File: config.mk
export PLATFORM = sky130hd
export DESIGN_NAME = if_fetch_unit
export DESIGN_NICKNAME = d
export VERILOG_FILES = /design/src/rtl/if_fetch_pkg.sv /design/src/rtl/if_fetch_unit.sv
export SDC_FILE = /design/constraint.sdc
export NUM_CORES = 1
export LEC_CHECK = 0
export BUFFER_PORTS_ARGS = -buffer_cell sky130_fd_sc_hd__buf_2
export CAP_MARGIN = 20
export CORE_ASPECT_RATIO = 1.1
export CORE_MARGIN = 2
export CORE_UTILIZATION = 25
export DETAILED_ROUTE_END_ITERATION = 10
export PLACE_DENSITY_LB_ADDON = 0.2
export SLEW_MARGIN = 40
export SYNTH_ARGS = -nofsm -noshare
export SYNTH_HDL_FRONTEND = slang
export SYNTH_SLANG_ARGS = --single-unit
File: constraint.sdc
create_clock -name clk_IF -period 2.3 [get_ports clk_IF]
set_input_delay 0 -clock clk_IF [delete_from_list [all_inputs] [get_ports clk_IF]]
set_output_delay 0 -clock clk_IF [all_outputs]
set_load 0.01 [all_outputs]
File: src/rtl/if_fetch_pkg.sv
// if_fetch_pkg: shared types and defaults for the instruction fetch unit
package if_fetch_pkg;
  typedef enum logic [1:0] {S_REQ, S_PEND, S_DROP} fetch_state_t;
  localparam logic [31:0] PC_STEP = 32'd4;
  localparam logic [31:0] NOP_INST_DEFAULT = 32'h0000_0013;
  localparam logic [31:0] RESET_PC_DEFAULT = 32'h0000_0000;
endpackage

File: src/rtl/if_fetch_unit.sv
// if_fetch_unit: instruction fetch with one-entry pending buffer, stall and redirect handling
module if_fetch_unit
  import if_fetch_pkg::*;
#(
  parameter logic [31:0] RESET_PC = RESET_PC_DEFAULT,
  parameter logic [31:0] NOP_INST = NOP_INST_DEFAULT
) (
  input  logic        clk_IF,
  input  logic        rst_IF,
  input  logic        stall_IF,
  input  logic        redirect_IF,
  input  logic [31:0] redirect_PC_IF,
  output logic        imem_req_IF,
  output logic [31:0] imem_addr_IF,
  input  logic        imem_ack_IF,
  input  logic [31:0] imem_rdata_IF,
  output logic [31:0] PC_out_IF,
  output logic [31:0] inst_out_IF,
  output logic        valid_IF
);
  fetch_state_t state, state_nxt;
  logic [31:0] pc, pend_pc, pend_inst, drop_addr;
  logic take, slot_free;
  assign take = state == S_REQ && imem_ack_IF;
  assign slot_free = !valid_IF || !stall_IF;
  // request outputs and next state; a redirect while a request is still open must drain it in DROP
  always_comb begin
    imem_req_IF = state != S_PEND;
    imem_addr_IF = state == S_DROP ? drop_addr : pc;
    state_nxt = state;
    if (redirect_IF)
      state_nxt = (state == S_DROP || (state == S_REQ && !imem_ack_IF)) ? S_DROP : S_REQ;
    else if (state == S_REQ)
      state_nxt = (imem_ack_IF && !slot_free) ? S_PEND : S_REQ;
    else if (state == S_PEND)
      state_nxt = stall_IF ? S_PEND : S_REQ;
    else
      state_nxt = imem_ack_IF ? S_REQ : S_DROP;
  end
  // state register
  always_ff @(posedge clk_IF)
    state <= rst_IF ? S_REQ : state_nxt;
  // fetch pc, pending buffer and IF/ID output slot
  always_ff @(posedge clk_IF) begin
    if (rst_IF) begin
      pc <= RESET_PC;
      drop_addr <= '0;
      pend_pc <= '0;
      pend_inst <= NOP_INST;
      valid_IF <= 1'b0;
      PC_out_IF <= '0;
      inst_out_IF <= NOP_INST;
    end else if (redirect_IF) begin
      if (state == S_REQ && !imem_ack_IF) drop_addr <= pc;
      pc <= redirect_PC_IF & ~32'd3;
      pend_pc <= '0;
      pend_inst <= NOP_INST;
      valid_IF <= 1'b0;
      PC_out_IF <= '0;
      inst_out_IF <= NOP_INST;
    end else begin
      if (take) pc <= pc + PC_STEP;
      if (take && slot_free) begin
        PC_out_IF <= pc;
        inst_out_IF <= imem_rdata_IF;
        valid_IF <= 1'b1;
      end else if (take) begin
        pend_pc <= pc;
        pend_inst <= imem_rdata_IF;
      end else if (state == S_PEND && !stall_IF) begin
        PC_out_IF <= pend_pc;
        inst_out_IF <= pend_inst;
        valid_IF <= 1'b1;
      end else if (valid_IF && !stall_IF) begin
        PC_out_IF <= '0;
        inst_out_IF <= NOP_INST;
        valid_IF <= 1'b0;
      end
    end
  end
endmodule

==> impl_results.md, run 1 <==
- Crit path cell chain: buf_4 -> inv_1 -> nand2_1 -> buf_4 -> mux2_2 -> buf_2
- Distinct cell type count after synthesis: 56
- Layout cells sized above 1: 0.241
- Leak: 3.91 nW
- Final nets: 1247
- Clock buffer depth: 2
- Initial Util: 0.252
- DR WL/cell: about 17 um
- Setup crit start: state[0]
- DP Cell Count: 1521
- Worst Setup End Kind: output pin
- Vias in the first global route: 7420
- Die height: 192 um
- Starting DRT DRC Count: 453
- Reg2Reg Setup Slack: 230 ps
- # IOs: 167
- Stages on worst setup path: 6
- Main synth FF type: dfxtp_1
- # DRC: 0
- Largest vdd supply drop: 0.409 mV
- Post-route setup TNS: 0 ps
- Synth top cells by count: 208 x nand2_1, 187 x dfxtp_1, 150 x a21oi_1, 74 x nand3_1, 71 x clkbuf_1
- Syn-to-layout area delta: 32.0%
- Crit path kind: register to output pin
- Final Hold Vio Count: 0
- Depth of the most critical reg-to-reg path: 4
- Max Cap Viol: 0
- Shortest period the worst path allows: roughly 2100 ps
- Synthesized area: 0.00807 mm^2
- Synth area leader: dfxtp_1
- Post-CTS Setup Bufs: 0
- H-tree depth: 4
- Drt pass-1 iters: 5
- Port Buffers: between 150 and 200
- CTS sink cnt: around 190
- Tot GR Track Use: 0.160
- CP Capture Point: imem_addr_IF[29]
- Final period util: 0.907
- Register bit total from synthesis: 187
- Required time of the critical path: 2300 ps
- Post-cts hold buffer count: between 60 and 70
- Average size of a mapped cell: 8.20 um^2
- Fin cells: 1616
- Initial antenna violation count: 0
- RSZ-0062 raised after global routing: no
- Worst Clk Skew: 14.5 ps
- Crit path arrival time: 2090 ps
- Status: complete, no violations
- Crit path top cell by count: buf_4
- Via count: ~7800
- Antenna Diode Count: 0
- Die area: 0.0337 mm^2
- Rows: 69
- Pwr dens: 679 mW/mm^2
- Worst hold path type: input port to register
- Post-CTS sizing: 0
- Pwr Total: 7.23 mW
- HPWL after DPL: 18.1 mm
- CP bufs+invs: 4
- Yosys warnings: 0
- F_max: 0.479 GHz
- Worst R2R Start: pc[15]
- Width of the die: ~180 um
- Fraction of registers with async set/reset: 0
- Worst r2r dst: pc[20]
- Largest net degree at the start of global routing: 63
- Hold_ws: 37.1 ps
- Critical path's top delay family: buffers and inverters
- EDFF count, synth: 0
- Yosys top cell area share: 0.464
- Most common cell in the synthesized netlist: nand2_1
- Worst Path Max Fanout: 30
- Max Transition Viols Final: 0
- First-pass GRT wire length: around 42 mm
- Critical path's slowest cell: mux2_2
- Detail Route Antenna Nets: 0
- DRT Wirelength: 27.1 mm
- Startpoint Class: register
- Clock Latency Late Sink: 440 ps
- Sequential-to-total area share from yosys stat: 0.464
- Vias/cell: 4.83
- Gpl congestion: ~0.76
- Grt ovf: 0
- Worst stage delay on the critical path: ~430 ps
- Clock slew at reported path FFs: roughly 70 ps
- Root buf cell: clkbuf_16
- Core area: 0.0320 mm^2
- CTS Buf Count: 17
- Gate count of the mapped netlist: about 980
- CTS tree: yes
- Top post-synthesis cells by area: dfxtp_1 46%, nand2_1 9.7%, a21oi_1 9.3%
- Final setup viols: 0
[area by class of cell]
type,count,area (um^2)
well taps,426,533
fillers,3367,21400
clock buffers,19,453
repair buffers,272,1850
inverters,7,26.3
clock inverters,13,125
multi-input cells,692,3930
flip-flops and latches,187,3740
[layout by cell type (no fill, tap or decap), types with 4 or more instances in the layout]
cell / instances
a211oi_1: 10
a21oi_1: 150
a22oi_1: 59
a311oi_1: 11
and2_1: 4
and4_1: 5
buf_12: 4
buf_2: 160
buf_4: 45
clkbuf_16: 17
conb_1: 4
dfxtp_1: 187
dlygate4sd3_1: 63
inv_1: 6
inv_8: 6
mux2_2: 30
nand2_1: 207
nand3_1: 73
nand4_1: 11
nor2_1: 24
nor3_1: 5
nor4_1: 5
o21ai_0: 9
o31ai_1: 7
or3_1: 6
or4_1: 9
xnor2_1: 7
[layer usage]
layer  up-vias  track usage  share of wire
li1       3868            -              -
met1      3713        0.209           0.46
met2       210        0.262           0.47
met3        16       0.0390          0.061
met4         0       0.0423          0.011
met5         -            0              0
[worst reg2reg max path: cells and delay by family (launching register included)]
| kind | cells | cell delay, ps |
|---|---|---|
| flip-flops | 1 | 500 |
| AO/OA/AOI/OAI | 1 | 290 |
| AND/OR/NAND/NOR | 3 | 1180 |
[state kept, by name, indices dropped and copies added, names as in the netlist]
register     flops
PC_out_IF       30
drop_addr       30
inst_out_IF     32
pc              30
pend_inst       32
pend_pc         30
state            2
valid_IF         1
[stage by stage]
step / utilization / setup slack [ps] / instance area (um^2)
floorplan: - / 538 / 8080
global placement: 0.295 / 269 / 9450
detailed placement: 0.295 / 241 / 9450
CTS: 0.333 / 175 / 10700
global route: 0.333 / 72.2 / 10700
finish: 0.333 / 214 / 10700
[power breakdown]
part | switching [mW] | leakage (nW) | internal [mW]
clock | 1.46 | 0.278 | 1.50
combinational | 0.493 | 2.12 | 0.379
sequential | 0.0826 | 1.52 | 3.32
[cell families (layout without fill, tap and decap cells)]
kind of cell             count (synthesis)  count (layout)  synth area share
buffers and inverters                  108             311            0.0578
flip-flops                             187             187             0.464
AO/OA/AOI/OAI                          270             270             0.207
multiplexers                            30              30            0.0419
AND/OR/NAND/NOR                        377             377             0.217
XOR/XNOR                                10              10            0.0109
other                                    1               4          0.000465
adder cells (fa/ha/maj)                  1               1           0.00155
[worst min path at each step]
| stage | start | to | slack (ps) | cells after the start |
|---|---|---|---|---|
| global placement | imem_rdata_IF[1] | pend_inst[1] | 230 | 3 |
| global route | rst_IF | pc[18] | 50 | 4 |
| floorplan | imem_rdata_IF[0] | pend_inst[0] | 120 | 2 |
| CTS | redirect_PC_IF[31] | pc[31] | 20 | 4 |
| finish | redirect_PC_IF[31] | pc[31] | 40 | 4 |
| detailed placement | imem_rdata_IF[1] | pend_inst[1] | 240 | 3 |
Note: power is estimated with default switching activity, not from simulation.
==> run 2, diff against run 1 <==
ABC_AREA = 1   (was default)
CAP_MARGIN = default   (was 20)
==> run 2 against run 1 <==
Effect of this change:
- final area decreased by 0.75%
- non-clock buffer count decreased by 18
- maximum frequency fell by 1.2%
- area after synthesis grew 0.20%
- cell count grew 11%
- register-to-register slack worse by 40 ps
- critical path depth grew 2
- setup slack lost 26 ps
- sequential power about the same
- sequential share of layout area up 0.27 points
- worst hold slack better by 17 ps
==> impl_results.md, run 2 <==
- Most common cell in the synthesized netlist: nand2_1
- Multi-input combinational cell area: 0.00374 mm^2 (-4.7%)
- Main synth FF type: dfxtp_1
- Worst r2r dst: pc[2]
- Layout cells sized above 1: 0.176 (-0.0656)
- Post-CTS sizing: 0 (unchanged)
- Vias in the first global route: 7297 (-1.7%)
- Final Util: 0.329 (-0.00339)
- Slew Limit Headroom: 0.518
- First-pass GRT wire length: 40.1 mm (-5.1%)
- Max Transition Viols Final: 0 (unchanged)
- CTS tree: yes
- Status: complete, no violations
- Hold path start: redirect_IF
- Post-route setup TNS: 0 ps (unchanged)
- # IOs: 167 (unchanged)
- Synth top cells by count: 289 x nand2_1, 187 x dfxtp_1, 136 x nor2_1, 133 x a21oi_1, 129 x o21ai_0
- Post-CTS Setup Bufs: 0 (unchanged)
- Final nets: 1418 (+14%)
- Rows: 69 (unchanged)
- Core area: 0.0321 mm^2 (+0.27%)
- CTS sink cnt: 187 (unchanged)
- Worst R2R Start: state[0]
- CTS Buf Count: 17 (unchanged)
- Crit path kind: register to register
- Clock slew at reported path FFs: 80 ps (about the same)
- Post-DP Area: 0.00928 mm^2 (-1.8%)
- Worst Clk Skew: 12.3 ps (-2.23 ps)
- Average size of a mapped cell: 7.06 um^2 (-14%)
- Fraction of registers with async set/reset: 0 (unchanged)
- Final setup viols: 0 (unchanged)
- Yosys top cell area share: 0.463 (-0.000933)
- Tot GR Track Use: 0.152 (-0.00732)
- Sequential cell area: 0.00374 mm^2 (unchanged)
- Synth area leader: dfxtp_1
- Synthesized area: 0.00809 mm^2 (+0.20%)
- Max Cap Viol: 0 (unchanged)
- Most common cell after layout, fill and taps aside: nand2_1
- Reg2Reg Setup Slack: 190 ps (-40 ps)
- Pwr Total: 7.24 mW (+0.15%)
- Clock Latency Late Sink: 440 ps (about the same)
- Fin cells: 1787 (+11%)
- Commonest non-fill, non-tap cells in the layout: 289 x nand2_1, 187 x dfxtp_1, 160 x buf_2
- Detail Route Antenna Nets: 0 (unchanged)
- Worst hold path type: input port to register
- Post-cts hold buffer count: 71 (+13%)
- Via count: 8008 (+2.6%)
- Fillers: 3554 (+5.6%)
- Largest vdd supply drop: 0.498 mV (+22%)
- Root buf cell: clkbuf_16
- Starting DRT DRC Count: 550 (+21%)
- Required time of the critical path: 2680 ps (+380 ps)
- DR WL/cell: 14.7 um (-12%)
- Port Buffers: 160 (unchanged)
- Startpoint Class: register
- Hold Path Cell Cnt: 3 (-1)
- Grt ovf: 0 (unchanged)
- Largest net degree at the start of global routing: 60 (-4.8%)
- Pwr dens: 685 mW/mm^2 (+0.91%)
- # DRC: 0 (unchanged)
- Drt pass-1 iters: 4 (-1)
- RSZ-0062 raised after global routing: no
- Top post-synthesis cells by area: dfxtp_1 46%, nand2_1 13%, a21oi_1 8.2%
- H-tree depth: 4 (unchanged)
- HPWL after DPL: 18.1 mm (about the same)
- Distinct cell type count after synthesis: 35 (-38%)
- Gate count of the mapped netlist: 1146 (+16%)
- Top flop regs: inst_out_IF (32), pend_inst (32)
- Die area: 0.0338 mm^2 (+0.20%)
- Syn-to-layout area delta: 30.8%
- Clock buffer depth: 2 (unchanged)
- Crit path arrival time: 2490 ps (+400 ps)
- Final period util: 0.918 (+0.0114)
- Width of the die: 175 um (about the same)
- Sequential-to-total area share from yosys stat: 0.463 (-0.000933)
- F_max: 0.474 GHz (-1.2%)
- Initial Util: 0.252 (about the same)
- Initial antenna violation count: 0 (unchanged)
- Register bit total from synthesis: 187 (unchanged)
- Die height: 193 um (about the same)
- Antenna Diode Count: 0 (unchanged)
- DP Cell Count: 1684 (+11%)
- EDFF count, synth: 0 (unchanged)
- DRT Wirelength: 26.2 mm (-3.2%)
- Design area: 0.0106 mm^2 (-0.75%)
- Vias/cell: 4.48 (-7.2%)
- Shortest period the worst path allows: 2110 ps (+26.2 ps)
- Worst Tran Pin Value: 723 ps
- Worst Setup End Kind: register
- Leak: 4.37 nW (+12%)
- Final Hold Vio Count: 0 (unchanged)
- Depth of the most critical reg-to-reg path: 8 (+4)
- Yosys warnings: 0 (unchanged)
- Gpl congestion: 0.853 (+13%)
- Worst Path Max Fanout: 9 (-70%)
- Hold endpoint: pc[11]
[run 2: report_power, final]
part / total [mW] / internal, mW / switching, mW / leakage, nW
sequential: 3.42 / 3.34 / 0.0748 / 1.52
clock: 2.98 / 1.58 / 1.39 / 0.288
combinational: 0.849 / 0.324 / 0.524 / 2.56
total: 7.24 / 5.25 / 1.99 / 4.37
[run 2: per-stage QoR]
step	hold WS [ps]	setup WS, ps
after floorplan	126	787
after global placement	244	454
after detailed placement	246	437
after CTS	25.3	196
after global routing	55.0	90.2
final	54.4	188
[run 2: worst max path at each step]
| stage | slack, ps | cells past startpoint | startpoint | endpoint |
|---|---|---|---|---|
| CTS | 200 | 8 | state[0] | pc[4] |
| floorplan | 790 | 10 | pc[3] | pc[18] |
| global route | 90 | 8 | state[0] | pc[4] |
| finish | 190 | 8 | state[0] | pc[2] |
| global placement | 450 | 9 | pc[4] | pc[18] |
| detailed placement | 440 | 9 | pc[4] | pc[18] |
[run 2: kinds of logic after synthesis]
logic type               Yosys count  synth area share
AO/OA/AOI/OAI                    319             0.205
XOR/XNOR                           7           0.00758
adder cells (fa/ha/maj)            1           0.00155
buffers and inverters            144            0.0775
flip-flops                       187             0.463
other                              1          0.000464
AND/OR/NAND/NOR                  487             0.245
[run 2: worst max-delay path, cell delays in order (launching register included)]
cell and delay, ps:
dfxtp_1 350, nor2_1 140, inv_2 90, nor2_8 230, nand2_1 160, inv_1 270, a22oi_1 110, a21oi_1 150
dlygate4sd3_1 560
[run 2: per-layer routing]
layer | GRT usage | part of all wire | vias up
met1 | 0.206 | 0.48 | 3642
met2 | 0.251 | 0.46 | 179
met3 | 0.0270 | 0.039 | 20
met4 | 0.0391 | 0.014 | 0
li1 | - | - | 4167
met5 | 0 | 0 | -
[run 2: final cells by class]
cell class                      instances  share of cell area
Sequential cell                       187               0.354
Timing Repair Buffer                  254               0.162
Inverter                               70              0.0248
Clock buffer                           19              0.0428
Clock inverter                         13              0.0128
Tap cell                              426              0.0504
Multi-Input combinational cell        818               0.354
==> run 3, diff against run 2 <==
REMOVE_ABC_BUFFERS = 1   (was default)
clock period = 2.6 ns   (was 2.3 ns; I/O delays follow)
==> run 3 against run 2 <==
Effect of this change:
- the flow now finishes with violations (hold timing)
- worst hold slack got worse by 56 ps
- critical path depth grew 2
- non-clock buffer count down 12
- total power decreased by 13%
- cell count decreased by 0.67%
- combinational power fell by 12%
- clock skew rose by 3.5 ps
- die area stayed put
- via count decreased by 1.1%
==> impl_results.md, run 3 (synthesis results as in run 2) <==
- HPWL after DPL: 18.0 mm (-0.64%)
- Crit path arrival time: 2730 ps (+240 ps)
- Vias in the first global route: 7386 (+1.2%)
- Worst Path Max Fanout: 9 (unchanged)
- Detail Route Antenna Nets: 0 (unchanged)
- Final setup viols: 0 (unchanged)
- Core area: 0.0321 mm^2 (unchanged)
- CTS tree: yes
- Worst Tran Pin Value: 775 ps (+52.1 ps)
- Port Buffers: 160 (unchanged)
- Final Hold Vio Count: 1 (+1)
- # IOs: 167 (unchanged)
- CTS sink cnt: 187 (unchanged)
- Layout cells sized above 1: 0.172 (-0.00350)
- Final nets: 1406 (-0.85%)
- Depth of the most critical reg-to-reg path: 10 (+2)
- Drt pass-1 iters: 5 (+1)
- Root buf cell: clkbuf_16
- Status: finished with violations
- Crit path kind: register to register
- # DRC: 0 (unchanged)
- Commonest non-fill, non-tap cells in the layout: 289 x nand2_1, 187 x dfxtp_1, 160 x buf_2
- DR WL/cell: 14.8 um (+0.74%)
- Worst hold path type: input port to register
- Clock buffer depth: 2 (unchanged)
- Worst Setup End Kind: register
- Post-route setup TNS: 0 ps (unchanged)
- Hold_ws: -1.38 ps (-55.8 ps)
- H-tree depth: 4 (unchanged)
- Width of the die: 175 um (unchanged)
- Max Transition Viols Final: 0 (unchanged)
- Post-CTS Setup Bufs: 0 (unchanged)
- Final period util: 0.919 (about the same)
- Clock slew at reported path FFs: 80 ps (about the same)
- Required time of the critical path: 2940 ps (+260 ps)
- Max Cap Viol: 0 (unchanged)
- DRT Wirelength: 26.2 mm (about the same)
- Slew Limit Headroom: 0.483 (-0.0348)
- F_max: 0.419 GHz (-12%)
- CTS Buf Count: 17 (unchanged)
- Hold Path Cell Cnt: 4 (+1)
- Clock Latency Late Sink: 440 ps (about the same)
- Pwr dens: 605 mW/mm^2 (-12%)
- Pre-CTS setup slack: 530 ps (+92.9 ps)
- Initial Util: 0.252 (unchanged)
- Tot GR Track Use: 0.156 (+0.00332)
- Startpoint Class: register
- Largest vdd supply drop: 0.385 mV (-23%)
- Most common cell after layout, fill and taps aside: nand2_1
- Die height: 193 um (unchanged)
- Syn-to-layout area delta: 29.3%
- RSZ-0062 raised after global routing: no
- Post-CTS sizing: 0 (unchanged)
- Shortest period the worst path allows: 2390 ps (+277 ps)
- Rows: 69 (unchanged)
- Top flop regs: inst_out_IF (32), pend_inst (32)
- Initial antenna violation count: 1 (+1)
- Starting DRT DRC Count: 441 (-20%)
- Post-cts hold buffer count: 64 (-9.9%)
- Setup WS post-layout: 211 ps (+23.3 ps)
- Leak: 4.29 nW (-1.8%)
- Gpl congestion: 0.887 (+4.0%)
- Fillers: 3529 (-0.70%)
- First-pass GRT wire length: 41.3 mm (+3.0%)
- Largest net degree at the start of global routing: 50 (-17%)
- Failing checks: hold timing
- Vias/cell: 4.46 (-0.43%)
- Worst Clk Skew: 15.8 ps (+3.50 ps)
- Via count: 7920 (-1.1%)
- Die area: 0.0338 mm^2 (unchanged)
- Grt ovf: 0 (unchanged)
run 3: cell type report:
| type | count | area [um^2] | share of cell area |
|---|---|---|---|
| multi-input combinational | 818 | 3740 | 0.358 |
| antenna | 1 | 2.50 | 0.000239 |
| sequential | 187 | 3740 | 0.358 |
| clock inverter | 11 | 110 | 0.0105 |
| timing repair buffer | 242 | 1610 | 0.154 |
| tap | 426 | 533 | 0.0510 |
| clock buffer | 20 | 447 | 0.0427 |
| inverter | 70 | 263 | 0.0251 |
run 3: report_power, final:
| group | switching, mW | internal, mW | leakage [nW] |
|---|---|---|---|
| Clock | 1.20 | 1.36 | 0.264 |
| Combinational | 0.466 | 0.285 | 2.50 |
| Sequential | 0.0665 | 2.96 | 1.52 |
| Total | 1.73 | 4.60 | 4.29 |
run 3: worst max-delay path, stage by stage (launching register included):
cell and delay, ps:
dfxtp_1 550, nand2_1 140, nor2_2 220, nand2_1 150, nor2_2 300, nand2_1 90
nand2_1 60, nand3_1 60, o211ai_1 90, dlygate4sd3_1 590, inv_1 40
run 3: worst paths after layout:
path                            slack, ps            to          startpoint
worst max-delay path                  210        pc[18]               pc[4]
worst min-delay path                   -1        pc[19]  redirect_PC_IF[19]
worst max register to register        210        pc[18]               pc[4]
worst min register to register        460  PC_out_IF[5]        PC_out_IF[5]
run 3: per-layer routing:
| layer | track usage | vias up | part of all wire |
|---|---|---|---|
| li1 | - | 4131 | - |
| met1 | 0.211 | 3608 | 0.48 |
| met2 | 0.255 | 163 | 0.47 |
| met3 | 0.0296 | 18 | 0.041 |
| met4 | 0.0391 | 0 | 0.012 |
| met5 | 0 | - | 0 |
run 3: through the flow:
step | cells | instance area [um^2] | power [mW] | util
floorplan | 1075 | 7730 | 3.44 | -
global placement | 1679 | 9250 | 3.78 | 0.288
detailed placement | 1679 | 9250 | 3.78 | 0.288
CTS | 1774 | 10500 | 6.44 | 0.325
global route | 1775 | 10500 | 6.64 | 0.326
finish | 1775 | 10500 | 6.33 | 0.326
